===== src/rtl/queue_display_ctrl_pkg.sv =====
// Shared types, constants and BCD helper for the ticket-queue display controller.
package queue_pkg;

    // Width of one BCD digit as seen by the seven-segment decoders.
    localparam int BCD_W = 4;

    // Digit code the decoders render with all segments off.
    localparam logic [BCD_W-1:0] BLANK_CODE = 4'hF;

    // Queue occupancy states.
    typedef enum logic [1:0] {
        EMPTY,
        WAITING,
        FULL
    } state_t;

    // Two-digit BCD increment. Units 9 carries into tens, and 99 wraps to 00.
    function automatic logic [2*BCD_W-1:0] bcd_inc2(input logic [2*BCD_W-1:0] v);
        logic [BCD_W-1:0] units;
        logic [BCD_W-1:0] tens;
        units = v[BCD_W-1:0];
        tens  = v[2*BCD_W-1:BCD_W];
        if (units == 4'd9) begin
            units = 4'd0;
            if (tens == 4'd9) begin
                tens = 4'd0;
            end else begin
                tens = tens + 4'd1;
            end
        end else begin
            units = units + 4'd1;
        end
        return {tens, units};
    endfunction

endpackage


===== src/rtl/queue_display_ctrl_key_conditioner.sv =====
// Push-button conditioner: two-flop synchronizer, level debounce and a
// one-cycle pulse on each accepted press (accepted level going 1 -> 0).
module key_conditioner #(
    parameter int DEBOUNCE_CYC = 500000
) (
    input  logic clk,
    input  logic rst_n,
    input  logic key_n,
    output logic press
);

    localparam int CNT_W = (DEBOUNCE_CYC > 1) ? $clog2(DEBOUNCE_CYC) : 1;
    localparam logic [CNT_W-1:0] CNT_LAST = CNT_W'(DEBOUNCE_CYC - 1);

    logic [1:0]       sync;
    logic             stable;
    logic [CNT_W-1:0] cnt;

    // Bring the asynchronous key into the clk domain.
    // NOTE: synchronizer and accepted level reset to "pressed" so a key held
    // through reset must first be seen released before it can count as a press.
    always_ff @(posedge clk or negedge rst_n) begin
        if (!rst_n) begin
            sync <= 2'b00;
        end else begin
            sync <= {sync[0], key_n};
        end
    end

    // Accept a new level only after it has been stable for DEBOUNCE_CYC cycles.
    // NOTE: sequential state uses non-blocking assignments so every flop samples
    // pre-edge values regardless of statement order.
    always_ff @(posedge clk or negedge rst_n) begin
        if (!rst_n) begin
            stable <= 1'b0;
            cnt    <= '0;
            press  <= 1'b0;
        end else begin
            press <= 1'b0;
            if (sync[1] == stable) begin
                cnt <= '0;
            end else if (cnt == CNT_LAST) begin
                cnt    <= '0;
                stable <= sync[1];
                press  <= ~sync[1];
            end else begin
                cnt <= cnt + CNT_W'(1);
            end
        end
    end

endmodule


===== src/rtl/queue_display_ctrl.sv =====
// Bank ticket-queue controller: counts issued and served tickets in BCD,
// tracks the waiting count and drives the six display digit codes.
module queue_display_ctrl
    import queue_pkg::*;
#(
    parameter int CAPACITY     = 9,
    parameter int DEBOUNCE_CYC = 500000,
    parameter int BLINK_DIV    = 25000000
) (
    input  logic               clk,
    input  logic               rst_n,
    input  logic               arrive_key_n,
    input  logic               serve_key_n,
    output logic [2*BCD_W-1:0] ticket_bcd,
    output logic [2*BCD_W-1:0] serving_bcd,
    output logic [BCD_W-1:0]   count_bcd,
    output logic [BCD_W-1:0]   blank_bcd,
    output logic               full,
    output logic               empty
);

    localparam int               BLINK_W    = (BLINK_DIV > 1) ? $clog2(BLINK_DIV) : 1;
    localparam logic [BLINK_W-1:0] BLINK_LAST = BLINK_W'(BLINK_DIV - 1);
    localparam logic [BCD_W-1:0]   CAP_CODE   = BCD_W'(CAPACITY);
    localparam logic [2*BCD_W-1:0] BLANK_PAIR = {BLANK_CODE, BLANK_CODE};

    logic arrive_p;
    logic serve_p;

    state_t             state;
    logic [BCD_W-1:0]   count;
    logic [2*BCD_W-1:0] ticket;
    logic [2*BCD_W-1:0] serving;
    logic               ticket_seen;
    logic               serving_seen;
    logic [BLINK_W-1:0] blink_cnt;
    logic               blink_hidden;

    logic               do_arrive;
    logic               do_serve;
    logic [BCD_W-1:0]   count_nxt;
    state_t             state_nxt;
    logic [2*BCD_W-1:0] ticket_nxt;
    logic [2*BCD_W-1:0] serving_nxt;
    logic [BLINK_W-1:0] blink_cnt_nxt;
    logic               blink_hidden_nxt;

    key_conditioner #(.DEBOUNCE_CYC(DEBOUNCE_CYC)) u_arrive_key (
        .clk   (clk),
        .rst_n (rst_n),
        .key_n (arrive_key_n),
        .press (arrive_p)
    );

    key_conditioner #(.DEBOUNCE_CYC(DEBOUNCE_CYC)) u_serve_key (
        .clk   (clk),
        .rst_n (rst_n),
        .key_n (serve_key_n),
        .press (serve_p)
    );

    assign blank_bcd = BLANK_CODE;

    // Decide which key events take effect and derive the next counters, state and blink phase.
    // NOTE: every signal gets a default at the top so no path leaves it unassigned,
    // which would otherwise infer a latch.
    always_comb begin
        do_arrive        = arrive_p && ((state != FULL) || serve_p);
        do_serve         = serve_p && (state != EMPTY);
        count_nxt        = count;
        ticket_nxt       = ticket;
        serving_nxt      = serving;
        blink_cnt_nxt    = '0;
        blink_hidden_nxt = 1'b0;

        if (do_arrive) begin
            ticket_nxt = bcd_inc2(ticket);
        end
        if (do_serve) begin
            serving_nxt = bcd_inc2(serving);
        end
        if (do_arrive && !do_serve) begin
            count_nxt = count + 4'd1;
        end else if (!do_arrive && do_serve) begin
            count_nxt = count - 4'd1;
        end

        if (count_nxt == 4'd0) begin
            state_nxt = EMPTY;
        end else if (count_nxt == CAP_CODE) begin
            state_nxt = FULL;
        end else begin
            state_nxt = WAITING;
        end

        // Blink runs only while staying in FULL; entering FULL restarts it visible.
        if ((state_nxt == FULL) && (state == FULL)) begin
            if (blink_cnt == BLINK_LAST) begin
                blink_cnt_nxt    = '0;
                blink_hidden_nxt = ~blink_hidden;
            end else begin
                blink_cnt_nxt    = blink_cnt + BLINK_W'(1);
                blink_hidden_nxt = blink_hidden;
            end
        end
    end

    // Register queue state and all display outputs from the next-state values.
    always_ff @(posedge clk or negedge rst_n) begin
        if (!rst_n) begin
            state        <= EMPTY;
            count        <= '0;
            ticket       <= '0;
            serving      <= '0;
            ticket_seen  <= 1'b0;
            serving_seen <= 1'b0;
            blink_cnt    <= '0;
            blink_hidden <= 1'b0;
            ticket_bcd   <= BLANK_PAIR;
            serving_bcd  <= BLANK_PAIR;
            count_bcd    <= '0;
            full         <= 1'b0;
            empty        <= 1'b1;
        end else begin
            state        <= state_nxt;
            count        <= count_nxt;
            ticket       <= ticket_nxt;
            serving      <= serving_nxt;
            ticket_seen  <= ticket_seen || do_arrive;
            serving_seen <= serving_seen || do_serve;
            blink_cnt    <= blink_cnt_nxt;
            blink_hidden <= blink_hidden_nxt;
            ticket_bcd   <= (ticket_seen || do_arrive) ? ticket_nxt : BLANK_PAIR;
            serving_bcd  <= (serving_seen || do_serve) ? serving_nxt : BLANK_PAIR;
            count_bcd    <= blink_hidden_nxt ? BLANK_CODE : count_nxt;
            full         <= (state_nxt == FULL);
            empty        <= (state_nxt == EMPTY);
        end
    end

endmodule


===== config.mk =====
export PLATFORM = sky130hd
export DESIGN_NAME = queue_display_ctrl
export DESIGN_NICKNAME = d
export VERILOG_FILES = /design/src/rtl/queue_display_ctrl_pkg.sv /design/src/rtl/queue_display_ctrl_key_conditioner.sv /design/src/rtl/queue_display_ctrl.sv
export SDC_FILE = /design/constraint.sdc
export NUM_CORES = 1
export LEC_CHECK = 0
export CELL_PAD_IN_SITES_DETAIL_PLACEMENT = 0
export CELL_PAD_IN_SITES_GLOBAL_PLACEMENT = 1
export CORE_MARGIN = 8
export CORE_UTILIZATION = 51
export CTS_CLUSTER_SIZE = 10
export DETAILED_ROUTE_END_ITERATION = 10
export PLACE_DENSITY_LB_ADDON = 0.1
export SLEW_MARGIN = 25
export SYNTH_ARGS = -nofsm -noshare
export SYNTH_HDL_FRONTEND = slang
export SYNTH_SLANG_ARGS = --single-unit
export TNS_END_PERCENT = 1

===== constraint.sdc =====
create_clock -name clk -period 6 [get_ports clk]
set_clock_uncertainty 0.2 [all_clocks]
set_input_delay 0.9 -clock clk [delete_from_list [all_inputs] [get_ports clk]]
set_output_delay 0.9 -clock clk [all_outputs]
set_load 0.1 [all_outputs]

==> results of run 1 <==
-- cell usage in the layout (no fill, tap or decap), types with 17 or more instances in the layout --
master	instances
nand3_1	36
nor2_1	60
nor4_1	36
xnor2_1	42
inv_1	20
xor2_1	30
clkdlybuf4s50_1	24
nand2_1	31
dfrtp_1	100
dfstp_2	17
-- cell families (layout without fill, tap and decap cells) --
| kind of cell | count (synthesis) | count (layout) | synth area share, % |
|---|---|---|---|
| adder cells (fa/ha/maj) | 6 | 6 | 1.33 |
| other | 1 | 4 | 0.0686 |
| buffers and inverters | 42 | 81 | 3.18 |
| flip-flops | 117 | 117 | 54.0 |
| XOR/XNOR | 72 | 72 | 11.5 |
| AO/OA/AOI/OAI | 32 | 32 | 3.87 |
| multiplexers | 6 | 6 | 1.19 |
| AND/OR/NAND/NOR | 252 | 252 | 24.9 |
-- layer usage --
metal / part of all wire (%) / wire (µm) / global-route usage, %
met1: 49 / 5000 / 21.3
met4: 1.5 / 148 / 5.70
met3: 3.8 / 384 / 5.12
met2: 46 / 4650 / 22.8
met5: 0 / 0 / 0
-- worst max path at each step --
stage	end	slack [ns]	depth (start not counted)
3_5_place_dp	count_bcd[1]$_DFF_PN0_	3.13	6
4_1_cts	full	2.63	1
3_3_place_gp	full	3.19	1
2_1_floorplan	blink_cnt[19]$_DFF_PN0_	2.94	6
6_report	full	2.68	1
5_1_grt	full	2.58	1
-- power breakdown --
part           internal (mW)  total, mW  switching [mW]
combinational        0.00644     0.0395          0.0331
clock                  0.643      0.987           0.344
sequential             0.795      0.799         0.00393
-- per-stage QoR --
step | power [mW] | instances | setup WS (ns)
final | 1.83 | 710 | 2.68
after detailed placement | 0.853 | 678 | 3.13
after floorplan | 0.834 | 531 | 2.94
after global routing | 1.89 | 710 | 2.58
after CTS | 1.85 | 710 | 2.63
after global placement | 0.851 | 678 | 3.19
-- flip-flops by register name, indices dropped and copies added (netlist names) --
signal / cells
ticket_bcd: 8
serving: 8
u_arrive_key.sync: 2
blink_hidden: 1
u_arrive_key.stable: 1
blink_cnt: 25
u_serve_key.sync: 2
u_arrive_key.press: 1
count: 4
full: 1
serving_bcd: 8
ticket_seen: 1
u_serve_key.cnt: 19
u_serve_key.press: 1
empty: 1
u_arrive_key.cnt: 19
ticket: 8
count_bcd: 4
serving_seen: 1
state: 1
u_serve_key.stable: 1
-- cell type report --
class	count	area (µm²)	share of cell area, %
Multi-Input combinational cell	372	2360	36.7
Timing Repair Buffer	29	282	4.38
Tap cell	140	175	2.72
Clock inverter	8	97.6	1.52
Clock buffer	24	490	7.63
Inverter	20	75.1	1.17
Sequential cell	117	2950	45.9
==> results_dict.tcl, run 1 <==
set metrics [dict create \
    grt_overflow 0 \
    tightest_slew_ns 1.00 \
    netlist_top_cells_area "dfrtp_1 46%, dfstp_2 8.2%, xnor2_1 6.7%" \
    io_buffers 25 \
    rsz0062_at_grt "false" \
    period_needed_ns 3.32 \
    async_flop_share_pct 100 \
    synth_most_common_cell "dfrtp_1" \
    antenna_found_initial 0 \
    antenna_cells 0 \
    worst_r2r_path_depth 6 \
    rows 38 \
    slowest_delay_ns 1.21 \
    synth_edf_count 0 \
    ant_nets 0 \
    yosys.area.top_type_share_pct 45.8 \
    fmax_mhz 301 \
    hpwl_um 6600 \
    hp-class "flip-flop to flip-flop" \
    num-nets-final 566 \
    cts_resized 0 \
    power_density_mw_per_mm2 284 \
    setup_violations 0 \
    grt_start_max_net_pins 81 \
    rrSetupSlack_ns 3.11 \
    synth_cell_type_count 50 \
    vias_per_cell 5.41 \
    synthFlopType "dfrtp_1" \
    setup_tns_ns 0 \
    cts_setup_buffers 0 \
    fin_crit_sh_pct 55.3 \
    synth.ff_latch_count 117 \
    ir_drop_mv 0.196 \
    crit_family "buffers and inverters" \
    grt_pass1_vias 3796 \
    worstPathRequired_ns 4.90 \
    grt_pass1_wl_um 18400 \
    dieArea_mm2 0.0143 \
    die_w_um 120 \
    slew_headroom_pct 32.9 \
    ctsLongestPathBuffers 2 \
    start_util_pct 51.3 \
    ys_seq_area_share_pct 54.0 \
    area_delta_synth_final_pct 17.7 \
    worstHoldStart "u_arrive_key.sync[0]$_DFF_PN0_" \
    htree_levels 4 \
    grtUsageTotal_pct 15.6 \
    gp_congestion 0.804 \
    drc_errors 0 \
    startpoint "full$_DFF_PN0_" \
    die_y_um 120 \
    numCtsBuffers 17 \
    path_buf_inv 1 \
    reg2reg_from "blink_cnt[9]$_DFF_PN0_" \
    path_class "flip-flop to output port" \
    ys_warn_count 0 \
    crit_path_end_kind "output port" \
    fillers 861 \
    vias 3843 \
    cp.arrival_ns 2.22 \
    slowest_stage "clkdlybuf4s50_1" \
    netlist_top_cells_count "100 x dfrtp_1, 60 x nor2_1, 42 x xnor2_1, 36 x nand3_1, 36 x nor4_1" \
    final_area_mm2 0.00643 \
    outcome "completed" \
    finalWirelength_um 10200 \
    core_mm2 0.0107 \
    cts_tree "yes" \
    clock_latency_ns 0.52 \
    cts_hold_buf 0 \
    drive_above_1_share_pct 10.9 \
    min_to "u_arrive_key.sync[1]$_DFF_PN0_" \
    start_kind "flip-flop" \
    yosys.area.top_type "dfrtp_1" \
    place_area_mm2 0.00584 \
    clkSlewWorstSetupHoldPaths_ns 0.06 \
    synth_area_mm2 0.00547 \
    syn_avg_cell_area_um2 10.4 \
    hold_violations 0 \
    postLayoutCoreUtil_pct 60.4 \
    holdWs_ns 0.154 \
    r2r_end "count_bcd[1]$_DFF_PN0_" \
    firstDrtPassIters 5 \
    maxSlewViolCount 0 \
    cap_violations 0 \
    drt_iter0_markers 183 \
    syn_inst 528 \
    hold_depth 0 \
    p_leak_nw 2.61 \
    wl_per_cell_um 14.3 \
    cts.sinks 117 \
    path_max_fanout 9 \
    ios 30 \
    clockRootBuffer "clkbuf_8" \
    crit_chain "clkdlybuf4s50_1" \
]
Note: power is estimated with default switching activity, not from simulation.
==> run 2, diff against run 1 <==
--- a/config.mk
+++ b/config.mk
@@ -8,7 +8,7 @@
 export CELL_PAD_IN_SITES_DETAIL_PLACEMENT = 0
 export CELL_PAD_IN_SITES_GLOBAL_PLACEMENT = 1
 export CORE_MARGIN = 8
-export CORE_UTILIZATION = 51
+export CORE_UTILIZATION = 47
 export CTS_CLUSTER_SIZE = 10
 export DETAILED_ROUTE_END_ITERATION = 10
 export PLACE_DENSITY_LB_ADDON = 0.1
==> constraint.sdc (replaced) <==
create_clock -name clk -period 3.2 [get_ports clk]
set_clock_uncertainty 0.2 [all_clocks]
set_input_delay 0.48 -clock clk [delete_from_list [all_inputs] [get_ports clk]]
set_output_delay 0.48 -clock clk [all_outputs]
set_load 0.1 [all_outputs]
==> run 2 against run 1 <==
Effect of this change: sequential cell count unchanged; hold slack lost 0.0080 ns; global-route usage decreased by 0.49 points; register-to-register slack worse by 2.5 ns; first-iteration DRC count rose by 29%; utilization decreased by 3.2 points; sequential power increased by 88%; wire length grew 1.3%; critical path depth increased by 5; highest routed layer unchanged.
==> results_dict.tcl, run 2 (synthesis results as in run 1) <==
set metrics [dict create \
    maxSlewViolCount 0 \
    crit_path_end_kind "flip-flop" \
    numCtsBuffers 17 \
    path_buf_inv 1 \
    slew_headroom_pct 44.7 \
    fmax_mhz 385 \
    slowest_delay_ns 0.53 \
    cts_hold_buf 1 \
    antenna_cells 0 \
    grt_start_max_net_pins 47 \
    start_util_pct 48.1 \
    holdWs_ns 0.146 \
    p_switching_mw 0.712 \
    outcome "completed" \
    clock_latency_ns 0.42 \
    final_cell_mix "100 x dfrtp_1, 60 x nor2_1, 42 x xnor2_1" \
    worst_r2r_path_depth 6 \
    fin_crit_sh_pct 81.2 \
    start_kind "flip-flop" \
    seq_area_mm2 0.00295 \
    seqPwrFrac_pct 40.5 \
    wl_per_cell_um 14.4 \
    ios 30 \
    hold_violations 0 \
    grt_overflow 0 \
    p_comb_share_pct 2.1 \
    pre_cts_slack_ns 0.564 \
    htree_levels 4 \
    cts_resized 0 \
    crit_family "flip-flops" \
    cp.arrival_ns 2.71 \
    cap_violations 0 \
    setup_tns_ns 0 \
    hpwl_um 6810 \
    dieArea_mm2 0.0153 \
    grtUsageTotal_pct 15.1 \
    drive_above_1_share_pct 15.2 \
    clockRootBuffer "clkbuf_16" \
    path_max_fanout 17 \
    rsz0062_at_grt "false" \
    setup_slack_ns 0.601 \
    path_class "flip-flop to flip-flop" \
    rows 39 \
    hp-class "flip-flop to flip-flop" \
    period_needed_ns 2.60 \
    antenna_found_initial 0 \
    slowest_stage "dfrtp_1" \
    die_w_um 124 \
    vias_per_cell 5.31 \
    crit_chain "mux2_2, o32ai_1, xnor2_1, o311ai_2, buf_4, nor4_1" \
    io_buffers 25 \
    cp.depth 6 \
    ir_drop_mv 0.471 \
    clkPwrFrac_pct 57.4 \
    finalWirelength_um 10300 \
    drc_errors 0 \
    tightest_slew_ns 0.827 \
    vias 3806 \
    setup_violations 0 \
    fillers 982 \
    ant_nets 0 \
    core_mm2 0.0114 \
    power_density_mw_per_mm2 569 \
    drt_iter0_markers 236 \
    firstDrtPassIters 4 \
    p_leak_nw 2.68 \
    swShare_pct 19.3 \
    ctsLongestPathBuffers 2 \
    clkSlewWorstSetupHoldPaths_ns 0.05 \
    p_total_mw 3.70 \
    die_y_um 124 \
    top_regs "blink_cnt: 25 flops, u_arrive_key.cnt: 19 flops, u_serve_key.cnt: 19 flops" \
    p_int_mw 2.99 \
    worstPathRequired_ns 3.31 \
    num-nets-final 570 \
    multi_input_area_mm2 0.00236 \
    gp_congestion 0.810 \
    cts_setup_buffers 0 \
    largest_reg_flops 25 \
    cts_tree "yes" \
    final_common_cell "dfrtp_1" \
    cts.sinks 117 \
    area_delta_synth_final_pct 19.0 \
    hold_depth 0 \
    grt_pass1_vias 3808 \
    grt_pass1_wl_um 18100 \
    largest_register "blink_cnt" \
]
run 2: changes by cell type in the layout (fill, tap and decap cells not counted):
cell / change
clkbuf_8: -1
clkinvlp_4: -2
buf_12: +1
bufinv_16: +3
clkinv_2: -1
buf_6: -1
buf_4: +25
dlygate4sd3_1: +1
clkbuf_16: +1
clkdlybuf4s50_1: -22
run 2: power groups by stage:
stage / logic (mW) / registers (mW) / clock network [mW]
final: 0.0772 / 1.50 / 2.12
after global routing: 0.0901 / 1.50 / 2.23
after detailed placement: 0.0796 / 1.52 / 0
after CTS: 0.0808 / 1.50 / 2.17
after floorplan: 0.0428 / 1.52 / 0
after global placement: 0.0780 / 1.52 / 0
run 2: area by class of cell:
type,instances,area share [%]
Clock buffer,24,7.72
Clock inverter,8,2.58
Inverter,20,1.15
Multi-Input combinational cell,372,36.3
Sequential cell,117,45.4
Tap cell,143,2.75
Timing Repair Buffer,33,4.12
run 2: stage by stage:
stage,utilization [%],instances,area [µm²]
after floorplan,-,531,5480
after global placement,51.2,684,5820
after detailed placement,51.2,684,5820
after CTS,57.2,717,6500
after global routing,57.2,717,6500
final,57.2,717,6500
run 2: final timing paths:
path,from,slack [ns],endpoint
hold / removal,u_serve_key.sync[0]$_DFF_PN0_,0.15,u_serve_key.sync[1]$_DFF_PN0_
setup / recovery,state[0]$_DFF_PN0_,0.60,blink_cnt[12]$_DFF_PN0_
max in group asynchronous,rst_n,1.58,u_serve_key.cnt[6]$_DFF_PN0_
min in group asynchronous,rst_n,0.40,ticket[3]$_DFF_PN0_
hold reg to reg,u_serve_key.sync[0]$_DFF_PN0_,0.15,u_serve_key.sync[1]$_DFF_PN0_
setup reg to reg,state[0]$_DFF_PN0_,0.60,blink_cnt[12]$_DFF_PN0_
run 2: worst register-to-register path: stages, from the launching register on:
cell and delay (ns):
dfrtp_1 0.53, mux2_2 0.42, o32ai_1 0.15, xnor2_1 0.24
o311ai_2 0.35, buf_4 0.32, nor4_1 0.30
run 2: routing by layer:
layer	track usage, %	part of all wire (%)
met1	19.3	48
met2	23.0	47
met3	4.81	4.3
met4	7.22	1.3
met5	0	0
==> run 3, diff against run 2 <==
--- a/config.mk
+++ b/config.mk
@@ -8,7 +8,7 @@
 export CELL_PAD_IN_SITES_DETAIL_PLACEMENT = 0
 export CELL_PAD_IN_SITES_GLOBAL_PLACEMENT = 1
 export CORE_MARGIN = 8
-export CORE_UTILIZATION = 47
+export CORE_UTILIZATION = 43
 export CTS_CLUSTER_SIZE = 10
 export DETAILED_ROUTE_END_ITERATION = 10
 export PLACE_DENSITY_LB_ADDON = 0.1
==> constraint.sdc (replaced) <==
create_clock -name clk -period 2.1 [get_ports clk]
set_clock_uncertainty 0.2 [all_clocks]
set_input_delay 0.315 -clock clk [delete_from_list [all_inputs] [get_ports clk]]
set_output_delay 0.315 -clock clk [all_outputs]
set_load 0.1 [all_outputs]
==> run 3 against run 2 <==
Effect of this change: the flow now finishes with violations (negative setup slack); sequential power up 52%; final area up 9.9%; combinational power up 63%; non-clock buffer count up 43; largest cell class unchanged; highest routed layer unchanged.
==> results_dict.tcl, run 3 (synthesis results as in run 1) <==
set metrics [dict create \
    outcome "finished with violations" \
    violations "negative setup slack" \
    die_w_um 129 \
    rows 41 \
    slowest_stage "or4_1" \
    vias 4040 \
    worstHoldStart "serve_key_n" \
    crit_path_end_kind "flip-flop" \
    dieArea_mm2 0.0166 \
    start_util_pct 43.7 \
    holdWs_ns 0.141 \
    power_density_mw_per_mm2 730 \
    drt_iter0_markers 233 \
    final_cell_mix "98 x dfrtp_1, 60 x nor2_1, 49 x buf_4" \
    antenna_found_initial 0 \
    path_class "flip-flop to flip-flop" \
    slew_headroom_pct 57.7 \
    grt_start_max_net_pins 118 \
    gp_congestion 0.781 \
    p_total_mw 5.22 \
    cts.sinks 117 \
    cp.arrival_ns 2.34 \
    num-nets-final 613 \
    largest_reg_flops 25 \
    rsz0062_at_grt "true" \
    cap_violations 0 \
    period_needed_ns 2.23 \
    drive_above_1_share_pct 22.4 \
    p_leak_nw 3.01 \
    reg2reg_from "blink_cnt[9]$_DFF_PN0_" \
    fmax_mhz 449 \
    firstDrtPassIters 4 \
    area_delta_synth_final_pct 30.7 \
    start_kind "flip-flop" \
    top_regs "blink_cnt: 25 flops, u_arrive_key.cnt: 19 flops, u_serve_key.cnt: 19 flops" \
    hp-class "primary input to flip-flop" \
    clkSlewWorstSetupHoldPaths_ns 0.05 \
    worstPathRequired_ns 2.21 \
    hpwl_um 7200 \
    io_buffers 25 \
    crit_family "simple AND/OR/NAND/NOR gates" \
    drc_errors 0 \
    hold_violations 0 \
    clock_latency_ns 0.41 \
    numCtsBuffers 17 \
    path_max_fanout 4 \
    startpoint "blink_cnt[9]$_DFF_PN0_" \
    setup_slack_ns -0.126 \
    antenna_cells 0 \
    clockRootBuffer "clkbuf_16" \
    place_area_mm2 0.00649 \
    path_buf_inv 1 \
    die_y_um 129 \
    ctsLongestPathBuffers 2 \
    maxSlewViolCount 0 \
    wl_per_cell_um 14.0 \
    htree_levels 4 \
    ir_drop_mv 0.572 \
    setup_violations 28 \
    final_area_mm2 0.00715 \
    cts_tree "yes" \
    grt_overflow 0 \
    final_common_cell "dfrtp_1" \
    vias_per_cell 5.12 \
    grt_pass1_vias 4133 \
    finalWirelength_um 11100 \
    ant_nets 0 \
    grt_pass1_wl_um 19600 \
    crit_chain "or4_1, or4_4, nor4_4, buf_4, xnor2_2, o31ai_1" \
    tightest_slew_ns 0.635 \
    fin_crit_sh_pct 106 \
    largest_register "blink_cnt" \
    slowest_delay_ns 0.52 \
    ios 30 \
    core_mm2 0.0125 \
    grtUsageTotal_pct 14.8 \
]
[run 3: changes by cell type in the layout (fill, tap and decap cells not counted), sizes merged]
cell | previous run | this run
clkinvlp | 1 | 0
buf | 30 | 73
bufinv | 5 | 2
clkbuf | 24 | 28
[run 3: final cells by class]
type / count / area, µm²
Multi-Input combinational cell: 372 / 2450
Clock inverter: 4 / 70.1
Fill cell: 1113 / 5370
Tap cell: 172 / 215
Timing Repair Buffer: 76 / 870
Sequential cell: 117 / 2950
Clock buffer: 28 / 507
Inverter: 20 / 75.1
[run 3: power breakdown]
group	total, mW	switching, mW	internal [mW]
Sequential	2.28	0.0112	2.27
Clock	2.81	0.941	1.87
Combinational	0.126	0.0973	0.0289
Total	5.22	1.05	4.17
[run 3: final timing paths]
kind | to | slack (ns) | depth (start not counted)
hold / removal | u_serve_key.sync[0]$_DFF_PN0_ | 0.14 | 1
setup / recovery | count_bcd[1]$_DFF_PN0_ | -0.13 | 6
setup reg to reg | count_bcd[1]$_DFF_PN0_ | -0.13 | 6
min in group asynchronous | serving[6]$_DFF_PN0_ | 0.34 | 3
max in group asynchronous | state[0]$_DFF_PN0_ | 0.83 | 3
hold reg to reg | u_serve_key.sync[1]$_DFF_PN0_ | 0.15 | 0
[run 3: routing by layer]
layer  GRT usage [%]  up-vias  wire [µm]
li1                -     1977          -
met3            5.09       10        414
met4            5.39        0         98
met5               0        -          0
met1            18.5     1996       5280
met2            23.3       57       5250
[run 3: stage by stage]
step | instances | TNS (ns) | setup slack (ns) | util, %
2_1_floorplan | 531 | -11.88 | -0.398 | -
3_3_place_gp | 754 | -7.88 | -0.312 | 51.8
3_5_place_dp | 754 | -7.63 | -0.327 | 51.8
4_1_cts | 788 | -2.31 | -0.152 | 56.8
5_1_grt | 789 | -4.44 | -0.230 | 57.1
6_report | 789 | -1.98 | -0.126 | 57.1
[run 3: timing repair]
item	CTS	global route
endpoints found under the hold margin	100	0
hold buffers	1	0
gates resized for setup	4	7
buffers inserted	1	1
endpoints found under the setup margin	28	34
pin swaps	4	3
